--- src/rtl/mac8_seq_ctrl.sv ---
`default_nettype none
// ============================================================================
// Module   : mac8_seq_ctrl
// Brief    : 8x8 unsigned multiply-accumulate built from one 4x4 vedic
//            multiplier, reused over four nibble steps.
// Revision : 1.0 - initial release
// ============================================================================

module vedic_2bit_multiplier (
  input  logic [1:0] a,
  input  logic [1:0] b,
  output logic [3:0] p
);
  logic w_t1, w_t2, w_t3, w_c1;

  assign w_t1 = a[1] & b[0];
  assign w_t2 = a[0] & b[1];
  assign w_t3 = a[1] & b[1];
  assign w_c1 = w_t1 & w_t2;
  assign p[0] = a[0] & b[0];
  assign p[1] = w_t1 ^ w_t2;
  assign p[2] = w_t3 ^ w_c1;
  assign p[3] = w_t3 & w_c1;
endmodule

module vedic_4bit_multiplier (
  input  logic [3:0] a,
  input  logic [3:0] b,
  output logic [7:0] p
);
  logic [3:0] w_q0, w_q1, w_q2, w_q3;

  vedic_2bit_multiplier u_ll (.a(a[1:0]), .b(b[1:0]), .p(w_q0));
  vedic_2bit_multiplier u_hl (.a(a[3:2]), .b(b[1:0]), .p(w_q1));
  vedic_2bit_multiplier u_lh (.a(a[1:0]), .b(b[3:2]), .p(w_q2));
  vedic_2bit_multiplier u_hh (.a(a[3:2]), .b(b[3:2]), .p(w_q3));

  // Cross terms sit at weight 4, high term at weight 16.
  assign p = {4'd0, w_q0} + {2'd0, w_q1, 2'd0} + {2'd0, w_q2, 2'd0} + {w_q3, 4'd0};
endmodule

module mac8_seq_ctrl #(
  parameter int ACC_W = 20
) (
  input  logic             clk,
  input  logic             rst_n,
  input  logic             in_valid,
  output logic             in_ready,
  input  logic [7:0]       in_a,
  input  logic [7:0]       in_b,
  input  logic             in_clr,
  input  logic             acc_clr,
  output logic             out_valid,
  input  logic             out_ready,
  output logic [ACC_W-1:0] acc_out,
  output logic [15:0]      prod_out,
  output logic             ovf,
  output logic             busy
);
  localparam logic [1:0] c_idle = 2'd0;
  localparam logic [1:0] c_mul  = 2'd1;
  localparam logic [1:0] c_acc  = 2'd2;
  localparam logic [1:0] c_done = 2'd3;

  logic [1:0]       r_state, w_next;
  logic [1:0]       r_step;
  logic [7:0]       r_a, r_b;
  logic             r_clr;
  logic [15:0]      r_prod;
  logic [3:0]       w_ma, w_mb;
  logic [7:0]       w_mp;
  logic [3:0]       w_shift;
  logic [15:0]      w_pp;
  logic [ACC_W-1:0] w_prod_ext;
  logic [ACC_W:0]   w_sum;

  // step[1] picks the A nibble, step[0] the B nibble.
  assign w_ma    = r_step[1] ? r_a[7:4] : r_a[3:0];
  assign w_mb    = r_step[0] ? r_b[7:4] : r_b[3:0];
  assign w_shift = {1'b0, r_step[1] & r_step[0], r_step[1] ^ r_step[0], 1'b0} << 1;
  assign w_pp    = {8'd0, w_mp} << w_shift;

  vedic_4bit_multiplier u_mul (.a(w_ma), .b(w_mb), .p(w_mp));

  assign w_prod_ext = ACC_W'(r_prod);
  assign w_sum      = {1'b0, acc_out} + {1'b0, w_prod_ext};

  always_ff @(posedge clk or negedge rst_n) begin
    if (!rst_n) r_state <= c_idle;
    else        r_state <= w_next;
  end

  always_comb begin
    w_next = r_state;
    case (r_state)
      c_idle:  if (in_valid) w_next = c_mul;
      c_mul:   if (r_step == 2'd3) w_next = c_acc;
      c_acc:   w_next = c_done;
      default: if (out_ready) w_next = c_idle;
    endcase
  end

  always_comb begin
    in_ready  = (r_state == c_idle);
    busy      = (r_state != c_idle);
    out_valid = (r_state == c_done);
  end

  always_ff @(posedge clk or negedge rst_n) begin
    if (!rst_n) begin
      r_step   <= 2'd0;
      r_a      <= 8'd0;
      r_b      <= 8'd0;
      r_clr    <= 1'b0;
      r_prod   <= 16'd0;
      acc_out  <= '0;
      prod_out <= 16'd0;
      ovf      <= 1'b0;
    end else begin
      case (r_state)
        c_idle: begin
          // Clear lands in the same edge as an accept, so the add starts from 0.
          if (acc_clr) begin
            acc_out <= '0;
            ovf     <= 1'b0;
          end
          if (in_valid) begin
            r_a    <= in_a;
            r_b    <= in_b;
            r_clr  <= in_clr;
            r_prod <= 16'd0;
            r_step <= 2'd0;
          end
        end
        c_mul: begin
          r_prod <= r_prod + w_pp;
          r_step <= r_step + 2'd1;
        end
        c_acc: begin
          if (r_clr) begin
            acc_out <= w_prod_ext;
          end else begin
            acc_out <= w_sum[ACC_W-1:0];
            if (w_sum[ACC_W]) ovf <= 1'b1;
          end
          prod_out <= r_prod;
        end
        default: ;
      endcase
    end
  end
endmodule

`default_nettype wire

--- config.mk ---
export PLATFORM = sky130hd
export DESIGN_NAME = mac8_seq_ctrl
export DESIGN_NICKNAME = d
export VERILOG_FILES = /design/src/rtl/mac8_seq_ctrl.sv
export SDC_FILE = /design/constraint.sdc
export NUM_CORES = 1
export LEC_CHECK = 0
export CORE_MARGIN = 10
export CORE_UTILIZATION = 55
export DETAILED_ROUTE_END_ITERATION = 12
export PLACE_DENSITY = 0.79
export SYNTH_ARGS = -nofsm -noshare
export SYNTH_HDL_FRONTEND = slang
export SYNTH_SLANG_ARGS = --single-unit
export TNS_END_PERCENT = 5
--- constraint.sdc ---
create_clock -name clk -period 6.35 [get_ports clk]
set_input_delay 1.27 -clock clk [delete_from_list [all_inputs] [get_ports clk]]
set_output_delay 1.27 -clock clk [all_outputs]
set_load 0.03 [all_outputs]
Yosys cells after proc, flatten, opt, wreduce, memory -nomap -nowiden --
Cells that the tools add are included.
Word-level totals: register bits 74, bits of input ports 22, word-level logic and storage cells 86, output and inout bits 40
Cells by class: mux-type cells 17, shift-type cells 1, add/subtract/negate cells 6, eq/ne operators 9, reductions and logical operators 10, bitwise operators 34
Operator list (number):
- 20-bit 2-to-1 mux | 2
- 20-bit case mux with 2 select lines | 1
- 16-bit case mux with 2 select lines | 1
- 1-bit AND | 25
- 20-bit by 16-bit adder with 21-bit output | 1
- 16-bit adder | 1
- 16-bit 2-to-1 mux | 1
- 8-bit by 4-bit << shifter with 16-bit output | 1
- 1-bit bitwise XOR | 9
- 8-bit by 6-bit adder with 8-bit output | 1
- 8-bit adder | 1
- 2-bit 2-to-1 mux | 4
- 4-bit 2-to-1 mux | 2
- 2-bit != test, second input constant | 4
- 4-bit by 6-bit adder with 7-bit output | 1
- 2-bit equality test, second input constant | 3
- 2-bit case mux with 3 select lines | 1
- 2-bit AND reduction | 3
- 2-bit nonzero test | 3
- 2-bit case mux with 2 select lines | 1
- 4-bit AND reduction | 1
- 4-bit nonzero test | 1
- 1-bit 2-to-1 mux | 3
- 3-bit AND reduction | 1
- other kinds (5) | 5

Logic depth before layout (Yosys ltp) --
Gate-level depths: netlist (run 1).
depth in word-level cells 10, gate-level depth with buffers 25

Cells and area by module --
A second synthesis (run 1) with hierarchy kept.
Unflattened totals: cells, all modules 510, area total of the unflattened synthesis 5113.7 um2
Modules (own cells, without submodules):
- mac8_seq_ctrl | cells each 459, instances 1, area each 4664.5 um2
- vedic_4bit_multiplier | cells each 27, instances 1, area each 249.0 um2
- vedic_2bit_multiplier | cells each 6, instances 4, area each 50.0 um2

Least setup slack after synthesis (run 1) --
No wires, ideal clock.
path kind register to register, start reg r_step[0], end reg r_prod[14], path slack 790 ps, buffers on the path 1, data required time 6216 ps, cell stages (with the launch flop) 26, arrival 5426 ps, cells stage by stage dfrtp_1 clkbuf_1 mux2i_1 nor2_1 ha_1 ha_1 ha_1 inv_1 fa_1 xor2_1 fa_1 inv_1 fa_1 a21o_1 a21oi_1 xor2_1 o21ai_0 nor2_1 ha_1 a21o_1 a21o_1 a21oi_1 o21ai_0 a211oi_1 xor2_1 o31ai_1
On the way: longest elaborated chain between the ends 10
RTL lines:
- start: declaration | line 66 | logic [1:0] r_step;
- start signal: assignment | line 137 | r_step <= r_step + 2'd1;
- 4-bit 2-to-1 mux | line 79 | assign w_mb = r_step[0] ? r_b[7:4] : r_b[3:0];
- 1-bit AND (on tied branches) | line 16, 17
- 1-bit AND | line 19 | assign w_c1 = w_t1 & w_t2;
- 1-bit bitwise XOR / 1-bit AND (equally long branches) | line 22, 23
- 4-bit by 6-bit adder with 7-bit output | line 39 | assign p = {4'd0, w_q0} + {2'd0, w_q1, 2'd0} + {2'd0, w_q2, 2'd0} + {w_q3, 4'd0};
- 8-bit by 6-bit adder with 8-bit output | line 39
- 8-bit adder | line 39
- 8-bit by 4-bit << shifter with 16-bit output * | line 81 | assign w_pp = {8'd0, w_mp} << w_shift;
- 16-bit adder * | line 136 | r_prod <= r_prod + w_pp;
- 16-bit case mux with 2 select lines * | line 120 | case (r_state)
- end signal: assignment | line 136
- end: declaration | line 69 | logic [15:0] r_prod;
Mark *: on every way between the ends. The rest lies on a longest branch, timed or not. A chain may end at the register's enable or synchronous reset.

Worst setup path in the final report (run 1) --
Same ends and word-level chain as after synthesis.

==> summary.txt, run 1 <==
STA
  – Fin crit share: 93.5%
  – Final setup TNS: 0 ns
  – Final hold vios: 0
  – Slew Viols, Final: 0
  – Tmin final: 5.94 ns
  – Final setup fails: 0
  – Slew @ Worst Pin: 0.957 ns
  – Clock skew: 0.0110 ns
  – FMAX: 0.168 GHz
  – Max_slew headroom: 36.2%
  – RSZ-0062 raised after global routing: false

Detailed routing
  – Post-Route WL: 12,800 µm
  – DRT antenna net count: 0
  – Total number of vias: 4,276
  – # DRC: 0
  – Wire per inst: 17.4 µm
  – Detailed Routing Iterations Pass 1: 4
  – DR vias/cell: 5.80
  – 1st-iter DRT viols: 295

Power and ir drop
  – Pwr Density: 607 mW/mm²
  – Lkg Pwr: 0.00292 µW
  – Maximum vdd ir drop: 0.000414 V

Final layout
  – Final Non-Filler Cells: 737
  – Filler cells: 771
  – Fin nets: 683
  – Area Overhead vs Synth: 17.2%
  – N_diodes: 0
  – Share of cells above drive strength 1: 10.5%

Setup path
  – Critical Path RT: 6.61 ns
  – Startpoint type of the worst setup path: flip-flop
  – Slowest stage delay, CP: 0.53 ns
  – Most frequent CP cell: ha_1
  – Critical path class: reg -> reg
  – Worst path slowest cell: dfrtp_1
  – Flop2flop setup slack: 0.41 ns
  – R2r worst-path depth: 24
  – Worst-path maximum fanout: 7
  – Buf+Inv Stages, Crit Path: 2
  – RR Startpoint: r_step[0]
  – Worst Setup SP: r_step[0]
  – R2R Path End: r_prod[14]
  – Delay-heaviest family, CP: adder cells
  – Worst-path cell chain: mux2i_1 > nor2_1 > ha_1 > ha_1 > ha_1 > inv_1 > fa_1 > xor2_1 > fa_1 > inv_1 > fa_1 > a21o_1 > a21oi_1 > xor2_1 > o21ai_0 > nor2_1 > ha_1 > a21o_1 > a21o_1 > a21oi_1 > o21ai_0 > a211oi_1 > xor2_1 > o31ai_1
  – Crit end category: flip-flop
  – Crit path DAT: 6.20 ns

CTS
  – Clock latency on the worst-skew pair: 0.35 ns
  – Root Driver: clkbuf_8
  – TritonCTS clock tree: yes
  – Clk buf depth: 2
  – Number of H-tree levels: 3
  – Hold buffer count at CTS: 0
  – TritonCTS buffer count: 9
  – Sink Count: 74
  – Clock transition at the registers of the reported paths: 0.09 ns
  – Setup repair bufs after CTS: 0
  – Post-CTS sizing: 0

Status
  – Status: finished clean

Synthesis
  – Commonest cells in the netlist: dfrtp_1, ha_1, nand2_1
  – Post-synthesis cell area: 0.00525 mm²
  – Most frequent cell after synthesis: dfrtp_1
  – Post-synth top area cell: dfrtp_1
  – Distinct cell type count after synthesis: 55
  – Async set or reset register ratio after synthesis: 100%
  – Synth top area share: 35.3%
  – Synth Flop Type: dfrtp_1
  – Cells after Synth: 546
  – Flops & latches, synth: 74
  – Synth Net Count: 626
  – Post-synth EDFFs: 0
  – Post-synthesis sequential area ratio: 35.3%
  – Largest cells by area after synthesis: dfrtp_1, ha_1, mux2_2
  – Synth warn: 0
  – Syn avg cell area: 9.62 µm²

Global routing
  – Grt ovf: 0
  – First-pass GRT wire length: 21,700 µm
  – GRT Util Overall: 18.5%
  – Initial antenna violation count: 0
  – Vias in the first global route: 4,315
  – Pin count of the biggest net entering global routing: 75

Place
  – Gpl congestion: 0.916
  – Dpl cells: 721
  – Port bufs: 61
  – DP Wirelength: 9730 µm

Min path
  – Worst hold path startpoint: ovf
  – Cell depth of the worst hold path: 1
  – Hold EP: ovf
  – HP Class: reg -> reg

Floorplanning
  – Core Rows: 35
  – Core box area: 0.00928 mm²
  – Die area: 0.0139 mm²
  – Initial Util: 56.6%
  – Die Wd: 118 µm
  – Die span in y: 118 µm
  – Boundary Pins: 62

Run
  – Max-capacitance violation count: 0
where the power goes:
group          internal (µW)  switching, µW
sequential               645            178
combinational           1090           1490
clock                    143            194
per-layer routing:
metal  GRT usage (%)  share of wire (%)
met2            32.4                 51
met5               0                  0
met3            3.50                3.8
met4            4.25               0.72
met1            22.9                 44
per-stage QoR:
step                      setup WS [ns]  cell area [µm²]  total power [µW]  util [%]  hold slack, ns
after floorplan                   0.790             5250              2720         -           0.479
after global placement            0.660             5980              3300      64.4           0.472
after detailed placement          0.445             5980              3370      64.4           0.483
after CTS                         0.400             6150              3720      66.2           0.504
after global routing            0.00409             6160              4100      66.3           0.529
final                             0.415             6160              3730      66.3           0.503
state kept, by name (all words and copies together) (netlist names):
name,cells
acc_out,20
ovf,1
prod_out,16
r_a,8
r_b,8
r_clr,1
r_prod,16
r_state,2
r_step,2
area by class of cell:
cell class	count	area [µm²]	share of cell area, %
multi-input cells	428	3240	52.6
clock buffers	10	128	2.07
clock inverters	6	42.5	0.691
repair buffers	65	638	10.4
flip-flops and latches	74	1850	30.1
well taps	129	161	2.62
inverters	25	93.8	1.52
cells by family (layout without fill, tap and decap cells):
group           Yosys count  count (layout)  synth area share, %
mux                      50              50                 10.3
flops                    74              74                 35.3
compound gates          149             149                 19.3
simple gates            146             146                 13.0
fa+ha+maj                58              58                 14.8
xor+xnor                 25              25                 4.17
buf+inv                  44             106                 3.17
worst max path at each step:
stage                       to  slack [ns]  depth (start not counted)
floorplan           r_prod[14]        0.79                         25
global placement    r_prod[14]        0.66                         24
detailed placement  r_prod[14]        0.45                         24
CTS                 r_prod[14]        0.40                         24
global route        r_prod[14]       0.004                         24
finish              r_prod[14]        0.41                         24
worst reg2reg max path, stage by stage (launching register included):
cell	delay [ns]
dfrtp_1	0.53
mux2i_1	0.43
nor2_1	0.10
ha_1	0.20
ha_1	0.28
ha_1	0.17
inv_1	0.06
fa_1	0.39
xor2_1	0.19
fa_1	0.53
inv_1	0.07
fa_1	0.45
a21o_1	0.19
a21oi_1	0.18
xor2_1	0.26
o21ai_0	0.12
nor2_1	0.11
ha_1	0.30
a21o_1	0.20
a21o_1	0.16
a21oi_1	0.25
o21ai_0	0.14
a211oi_1	0.26
xor2_1	0.10
o31ai_1	0.19
placed cells by master (no fill, tap or decap), types with 3 or more instances in the layout:
master           count
mux2i_1             15
and2_1               4
nor3_1               7
o31ai_1              5
mux2_2              33
a21oi_1             28
nand3_1              8
buf_4                5
o221ai_1             3
fa_1                 7
a22oi_1              6
inv_1               25
nor2_1              44
xor2_1              11
clkbuf_8             9
dfrtp_1             74
a22o_1               6
a21o_1              24
o211ai_1             4
xnor2_1             14
o21ai_0             35
nand2b_1             7
a221o_1              3
nor3b_1              3
clkdlybuf4s50_1     60
and3_1               4
nor2b_1              9
o21ai_1              8
nand2_1             47
o21a_1               3
ha_1                51
a211oi_1             5
Power figures use the tool's default switching activity.
==> run 2, diff against run 1 <==
--- a/config.mk
+++ b/config.mk
@@ -6,9 +6,9 @@
 export NUM_CORES = 1
 export LEC_CHECK = 0
 export CORE_MARGIN = 10
-export CORE_UTILIZATION = 55
+export CORE_UTILIZATION = 40
+export CTS_CLUSTER_SIZE = 24
 export DETAILED_ROUTE_END_ITERATION = 12
-export PLACE_DENSITY = 0.79
 export SYNTH_ARGS = -nofsm -noshare
 export SYNTH_HDL_FRONTEND = slang
 export SYNTH_SLANG_ARGS = --single-unit
==> summary.txt, run 2 (synthesis gave the netlist of run 1 again) <==
Detailed routing
  – Wire per inst: 16.8 µm (was 17.4 µm)
  – DR vias/cell: 5.44 (was 5.80)
  – DRT antenna net count: 0 (unchanged)
  – Total number of vias: 4,234 (was 4,276)
  – 1st-iter DRT viols: 315 (was 295)
  – # DRC: 0 (unchanged)
  – Post-Route WL: 13,100 µm (was 12,800 µm)
  – Detailed Routing Iterations Pass 1: 4 (unchanged)

Floorplanning
  – Die area: 0.0181 mm² (was 0.0139 mm²)
  – Die Wd: 135 µm (was 118 µm)
  – Die span in y: 135 µm (was 118 µm)
  – Initial Util: 41.3% (was 56.6%)
  – Boundary Pins: 62 (unchanged)
  – Core Rows: 41 (was 35)
  – Core box area: 0.0127 mm² (was 0.00928 mm²)

Power and ir drop
  – Lkg Pwr: 0.00299 µW (was 0.00292 µW)
  – Maximum vdd ir drop: 0.000234 V (was 0.000414 V)
  – Pwr Density: 622 mW/mm² (was 607 mW/mm²)

Setup path
  – Crit path DAT: 6.13 ns (was 6.20 ns)
  – Critical Path RT: 6.60 ns (was 6.61 ns)
  – Critical path class: reg -> reg (unchanged)
  – Crit end category: flip-flop (unchanged)
  – Worst-path maximum fanout: 7 (unchanged)
  – Startpoint type of the worst setup path: flip-flop (unchanged)

CTS
  – Sink Count: 74 (unchanged)
  – TritonCTS buffer count: 9 (unchanged)
  – Clock latency on the worst-skew pair: 0.34 ns (was 0.35 ns)
  – TritonCTS clock tree: yes (unchanged)
  – Root Driver: clkbuf_16 (was clkbuf_8)
  – Clock transition at the registers of the reported paths: 0.06 ns (was 0.09 ns)
  – Hold buffer count at CTS: 0 (unchanged)
  – Number of H-tree levels: 3 (unchanged)
  – Clk buf depth: 2 (unchanged)

Final layout
  – Filler cells: 1,235 (was 771)
  – N_diodes: 0 (unchanged)
  – Reg with most FFs: acc_out (unchanged)
  – Max reg flops: 20 (unchanged)
  – Biggest regs: acc_out x20, prod_out x16, r_prod x16 (unchanged)
  – Sequential cell area: 0.00185 mm² (unchanged)
  – Area Overhead vs Synth: 21.2% (was 17.2%)
  – Fin nets: 682 (was 683)
  – Commonest non-fill, non-tap cell in the layout: dfrtp_1 (unchanged)
  – Share of cells above drive strength 1: 10.2% (was 10.5%)
  – Most frequent cells in the layout: dfrtp_1, clkdlybuf4s50_1, ha_1 (unchanged)
  – Area occupied by multi-input gates: 0.00324 mm² (unchanged)
  – Final Util: 50.0% (was 66.3%)

STA
  – Slew Viols, Final: 0 (unchanged)
  – Final hold vios: 0 (unchanged)
  – Final setup fails: 0 (unchanged)
  – Final setup TNS: 0 ns (unchanged)
  – Max_slew headroom: 30.6% (was 36.2%)
  – RSZ-0062 raised after global routing: false (unchanged)
  – Clock skew: 0.00463 ns (was 0.0110 ns)
  – Slew @ Worst Pin: 1.03 ns (was 0.957 ns)
  – Fin crit share: 92.7% (was 93.5%)
  – FMAX: 0.170 GHz (was 0.168 GHz)
  – Tmin final: 5.88 ns (was 5.94 ns)

Global routing
  – Initial antenna violation count: 0 (unchanged)
  – Vias in the first global route: 4,350 (was 4,315)
  – Grt ovf: 0 (unchanged)
  – First-pass GRT wire length: 22,400 µm (was 21,700 µm)
  – GRT Util Overall: 15.3% (was 18.5%)
  – Pin count of the biggest net entering global routing: 75 (unchanged)

Place
  – Gpl congestion: 0.836 (was 0.916)
  – Port bufs: 61 (unchanged)
  – DP Wirelength: 10,100 µm (was 9730 µm)

Run
  – Max-capacitance violation count: 0 (unchanged)

Min path
  – HP Class: reg -> reg (unchanged)

Status
  – Status: finished clean (unchanged)
run 2: timing repair:
action | CTS | global route
gates resized for setup | 0 | 2
endpoints found under the setup margin | 0 | 1
buffers inserted | 0 | 0
run 2: power breakdown:
| part | switching (µW) | total (µW) | internal, µW |
|---|---|---|---|
| Combinational | 1480 | 2560 | 1080 |
| Clock | 193 | 574 | 381 |
| Sequential | 182 | 828 | 647 |
| Total | 1850 | 3960 | 2110 |
run 2: routing by layer:
layer  GRT usage (%)  vias to the layer above  wire length, µm
li1                -                     2080                -
met1            18.1                     2069             5810
met2            26.5                       75             6590
met3            4.23                       10              563
met4            4.05                        0              130
met5               0                        -                0
run 2: final timing paths:
check,startpoint,end,slack [ns],cells after the start
worst max-delay path,r_step[0],r_prod[14],0.47,24
worst min register to register,r_b[1],r_b[1],0.50,1
worst min-delay path,r_b[1],r_b[1],0.50,1
max in group asynchronous,rst_n,r_prod[7],4.66,1
min in group asynchronous,rst_n,r_clr,1.08,1
worst max register to register,r_step[0],r_prod[14],0.47,24
run 2: critical path, cell delays in order, from the launching register on:
cell and delay, ns:
dfrtp_1 0.51, mux2i_2 0.37, nor2_1 0.10, ha_1 0.20, ha_1 0.27, ha_1 0.16, inv_1 0.05, fa_1 0.40
xor2_1 0.19, fa_1 0.54, inv_1 0.07, fa_1 0.46, a21o_1 0.19, a21oi_1 0.16, xor2_1 0.25, o21ai_0 0.11
nor2_1 0.12, ha_1 0.32, a21o_1 0.22, a21o_1 0.18, a21oi_1 0.25, o21ai_0 0.13, a211oi_1 0.26, xor2_1 0.10
o31ai_1 0.18
run 2: metrics by stage:
stage	power, µW	area [µm²]	instances	setup slack, ns	hold slack (ns)
6_report	3960	6360	778	0.465	0.503
5_1_grt	4360	6360	778	0.0165	0.522
4_1_cts	3990	6360	778	0.432	0.508
3_5_place_dp	3400	6020	763	0.455	0.495
3_3_place_gp	3340	6020	763	0.590	0.476
2_1_floorplan	2720	5250	546	0.790	0.479
run 2: cell type report:
cell class	instances	share of cell area [%]
clock buffers	10	3.60
well taps	172	3.38
inverters	25	1.47
flip-flops and latches	74	29.1
clock inverters	5	1.63
repair buffers	64	9.91
multi-input cells	428	50.9
==> run 3, diff against run 2 <==
--- a/config.mk
+++ b/config.mk
@@ -5,9 +5,9 @@
 export SDC_FILE = /design/constraint.sdc
 export NUM_CORES = 1
 export LEC_CHECK = 0
+export ABC_AREA = 1
 export CORE_MARGIN = 10
 export CORE_UTILIZATION = 40
-export CTS_CLUSTER_SIZE = 24
 export DETAILED_ROUTE_END_ITERATION = 12
 export SYNTH_ARGS = -nofsm -noshare
 export SYNTH_HDL_FRONTEND = slang
==> summary.txt, run 3 <==
Place
  – DP Wirelength: 12,000 µm (was 10,100 µm)
  – Dpl cells: 989 (was 763)
  – Gpl congestion: 0.956 (was 0.836)
  – DP Worst Slack: 1.09 ns (was 0.455 ns)
  – Port bufs: 61 (unchanged)

CTS
  – Clock latency on the worst-skew pair: 0.35 ns (was 0.34 ns)
  – TritonCTS buffer count: 9 (unchanged)
  – TritonCTS clock tree: yes (unchanged)
  – Root Driver: clkbuf_16 (unchanged)
  – Hold buffer count at CTS: 0 (unchanged)
  – Setup repair bufs after CTS: 0 (unchanged)
  – Clock transition at the registers of the reported paths: 0.06 ns (about the same)
  – Number of H-tree levels: 3 (unchanged)
  – Clk buf depth: 2 (unchanged)
  – Sink Count: 74 (unchanged)
  – Post-CTS sizing: 0 (unchanged)

STA
  – Tmin final: 5.34 ns (was 5.88 ns)
  – Slew @ Worst Pin: 0.943 ns (was 1.03 ns)
  – Clock skew: 0.0116 ns (was 0.00463 ns)
  – FMAX: 0.187 GHz (was 0.170 GHz)
  – RSZ-0062 raised after global routing: false (unchanged)
  – Max_slew headroom: 37.1% (was 30.6%)
  – Setup ws final: 1.01 ns (was 0.465 ns)
  – Final setup TNS: 0 ns (unchanged)
  – Slew Viols, Final: 0 (unchanged)
  – Final setup fails: 0 (unchanged)
  – Final hold vios: 0 (unchanged)
  – Fin crit share: 84.1% (was 92.7%)

Floorplanning
  – Core Rows: 43 (was 41)
  – Boundary Pins: 62 (unchanged)
  – Die Wd: 138 µm (was 135 µm)
  – Core box area: 0.0138 mm² (was 0.0127 mm²)
  – Die area: 0.0190 mm² (was 0.0181 mm²)
  – Initial Util: 40.4% (was 41.3%)
  – Die span in y: 138 µm (was 135 µm)

Global routing
  – Grt ovf: 0 (unchanged)
  – Pin count of the biggest net entering global routing: 75 (unchanged)
  – Initial antenna violation count: 0 (unchanged)
  – Vias in the first global route: 5,197 (was 4,350)
  – First-pass GRT wire length: 25,600 µm (was 22,400 µm)
  – GRT Util Overall: 16.9% (was 15.3%)

Final layout
  – N_diodes: 0 (unchanged)
  – Commonest non-fill, non-tap cell in the layout: nand2_1 (was dfrtp_1)
  – Area Overhead vs Synth: 19.6% (was 21.2%)
  – Max reg flops: 20 (unchanged)
  – Sequential cell area: 0.00185 mm² (unchanged)
  – Biggest regs: acc_out x20, prod_out x16, r_prod x16 (unchanged)
  – Reg with most FFs: acc_out (unchanged)
  – Final Non-Filler Cells: 1,005 (was 778)
  – Share of cells above drive strength 1: 5.09% (was 10.2%)
  – Fin nets: 900 (was 682)
  – Area occupied by multi-input gates: 0.00331 mm² (was 0.00324 mm²)
  – Most frequent cells in the layout: nand2_1, inv_1, dfrtp_1 (was dfrtp_1, clkdlybuf4s50_1, ha_1)
  – Filler cells: 1,404 (was 1,235)

Synthesis
  – Post-synthesis sequential area ratio: 33.3% (was 35.3%)
  – Distinct cell type count after synthesis: 35 (was 55)
  – Synth Flop Type: dfrtp_1 (unchanged)
  – Async set or reset register ratio after synthesis: 100% (unchanged)
  – Post-synth top area cell: dfrtp_1 (unchanged)
  – Syn avg cell area: 7.31 µm² (was 9.62 µm²)
  – Synth Net Count: 842 (was 626)
  – Synth warn: 0 (unchanged)
  – Post-synthesis cell area: 0.00557 mm² (was 0.00525 mm²)
  – Commonest cells in the netlist: nand2_1, inv_1, dfrtp_1 (was dfrtp_1, ha_1, nand2_1)
  – Synth top area share: 33.3% (was 35.3%)
  – Largest cells by area after synthesis: dfrtp_1, nand2_1, ha_1 (was dfrtp_1, ha_1, mux2_2)
  – Post-synth EDFFs: 0 (unchanged)
  – Most frequent cell after synthesis: nand2_1 (was dfrtp_1)
  – Flops & latches, synth: 74 (unchanged)
  – Cells after Synth: 762 (was 546)

Min path
  – HP Class: reg -> reg (unchanged)

Detailed routing
  – DR vias/cell: 5.14 (was 5.44)
  – # DRC: 0 (unchanged)
  – Wire per inst: 15.3 µm (was 16.8 µm)
  – Detailed Routing Iterations Pass 1: 5 (was 4)
  – 1st-iter DRT viols: 332 (was 315)
  – Total number of vias: 5,170 (was 4,234)
  – DRT antenna net count: 0 (unchanged)
  – Post-Route WL: 15,400 µm (was 13,100 µm)

Run
  – Max-capacitance violation count: 0 (unchanged)

Setup path
  – Crit path DAT: 5.57 ns (was 6.13 ns)
  – Critical Path RT: 6.58 ns (was 6.60 ns)
  – Startpoint type of the worst setup path: flip-flop (unchanged)
  – Critical path class: reg -> reg (unchanged)
  – Worst-path maximum fanout: 7 (unchanged)
  – Crit end category: flip-flop (unchanged)

Power and ir drop
  – Pwr Density: 519 mW/mm² (was 622 mW/mm²)
  – Maximum vdd ir drop: 0.000404 V (was 0.000234 V)
  – Lkg Pwr: 0.00343 µW (was 0.00299 µW)
  – Total power: 3460 µW (was 3960 µW)

Status
  – Status: finished clean (unchanged)
## run 3: cell type report
cell class / count / area share, %
clock inverter: 5 / 0.921
tap: 180 / 3.38
timing repair buffer: 61 / 9.13
clock buffer: 11 / 3.80
multi-input combinational: 581 / 49.7
sequential: 74 / 27.8
inverter: 93 / 5.28
## run 3: final timing paths
check / slack, ns / to / from / cells after the start
setup reg to reg: 1.01 / r_prod[11] / r_step[0] / 23
hold / removal: 0.47 / prod_out[9] / prod_out[9] / 2
hold reg to reg: 0.47 / prod_out[9] / prod_out[9] / 2
setup / recovery: 1.01 / r_prod[11] / r_step[0] / 23
max in group asynchronous: 4.66 / acc_out[16] / rst_n / 1
min in group asynchronous: 1.06 / acc_out[9] / rst_n / 1
## run 3: layer usage
layer	global-route usage [%]	part of all wire [%]	vias to the layer above
li1	-	-	2619
met1	20.5	45	2434
met2	29.5	49	104
met3	3.33	4.8	13
met4	4.75	1.2	0
met5	0	0	-
## run 3: stage by stage
| stage | area (µm²) | util [%] | hold slack, ns |
|---|---|---|---|
| 2_1_floorplan | 5570 | - | 0.479 |
| 3_3_place_gp | 6340 | 46.1 | 0.460 |
| 3_5_place_dp | 6340 | 46.1 | 0.462 |
| 4_1_cts | 6660 | 48.3 | 0.480 |
| 5_1_grt | 6660 | 48.3 | 0.502 |
| 6_report | 6660 | 48.3 | 0.470 |
## run 3: cells by family (layout without fill, tap and decap cells)
| group | Yosys count | after routing | share of synthesized area, % |
|---|---|---|---|
| buffers and inverters | 107 | 170 | 7.33 |
| xor gates and xnor gates | 7 | 7 | 1.10 |
| DFF | 74 | 74 | 33.3 |
| and+or+nand+nor | 360 | 360 | 26.7 |
| adders and majority gates | 58 | 58 | 14.0 |
| muxes | 26 | 26 | 5.03 |
| AOI/OAI and AO/OA | 130 | 130 | 12.7 |
## run 3: worst max-delay path, stage by stage (launching register included)
cell and delay, ns:
dfrtp_1 0.52, mux2i_1 0.45, nor2_1 0.11, ha_1 0.22
ha_1 0.27, ha_1 0.17, inv_1 0.06, fa_1 0.39
xor2_1 0.19, fa_1 0.53, inv_1 0.07, fa_1 0.48
xor2_1 0.18, mux2i_1 0.20, nor2_1 0.07, ha_1 0.38
nand2_1 0.12, nor2_1 0.12, nand2_1 0.06, nand2_1 0.15
a21oi_1 0.10, or2_2 0.28, nand3_1 0.07, nand2_1 0.05
## run 3: power breakdown
group	leakage, µW	total, µW	switching (µW)	internal, µW
clock network	0.000156	546	217	328
registers	0.000977	782	156	625
logic	0.00230	2130	1360	767
total	0.00343	3460	1740	1720
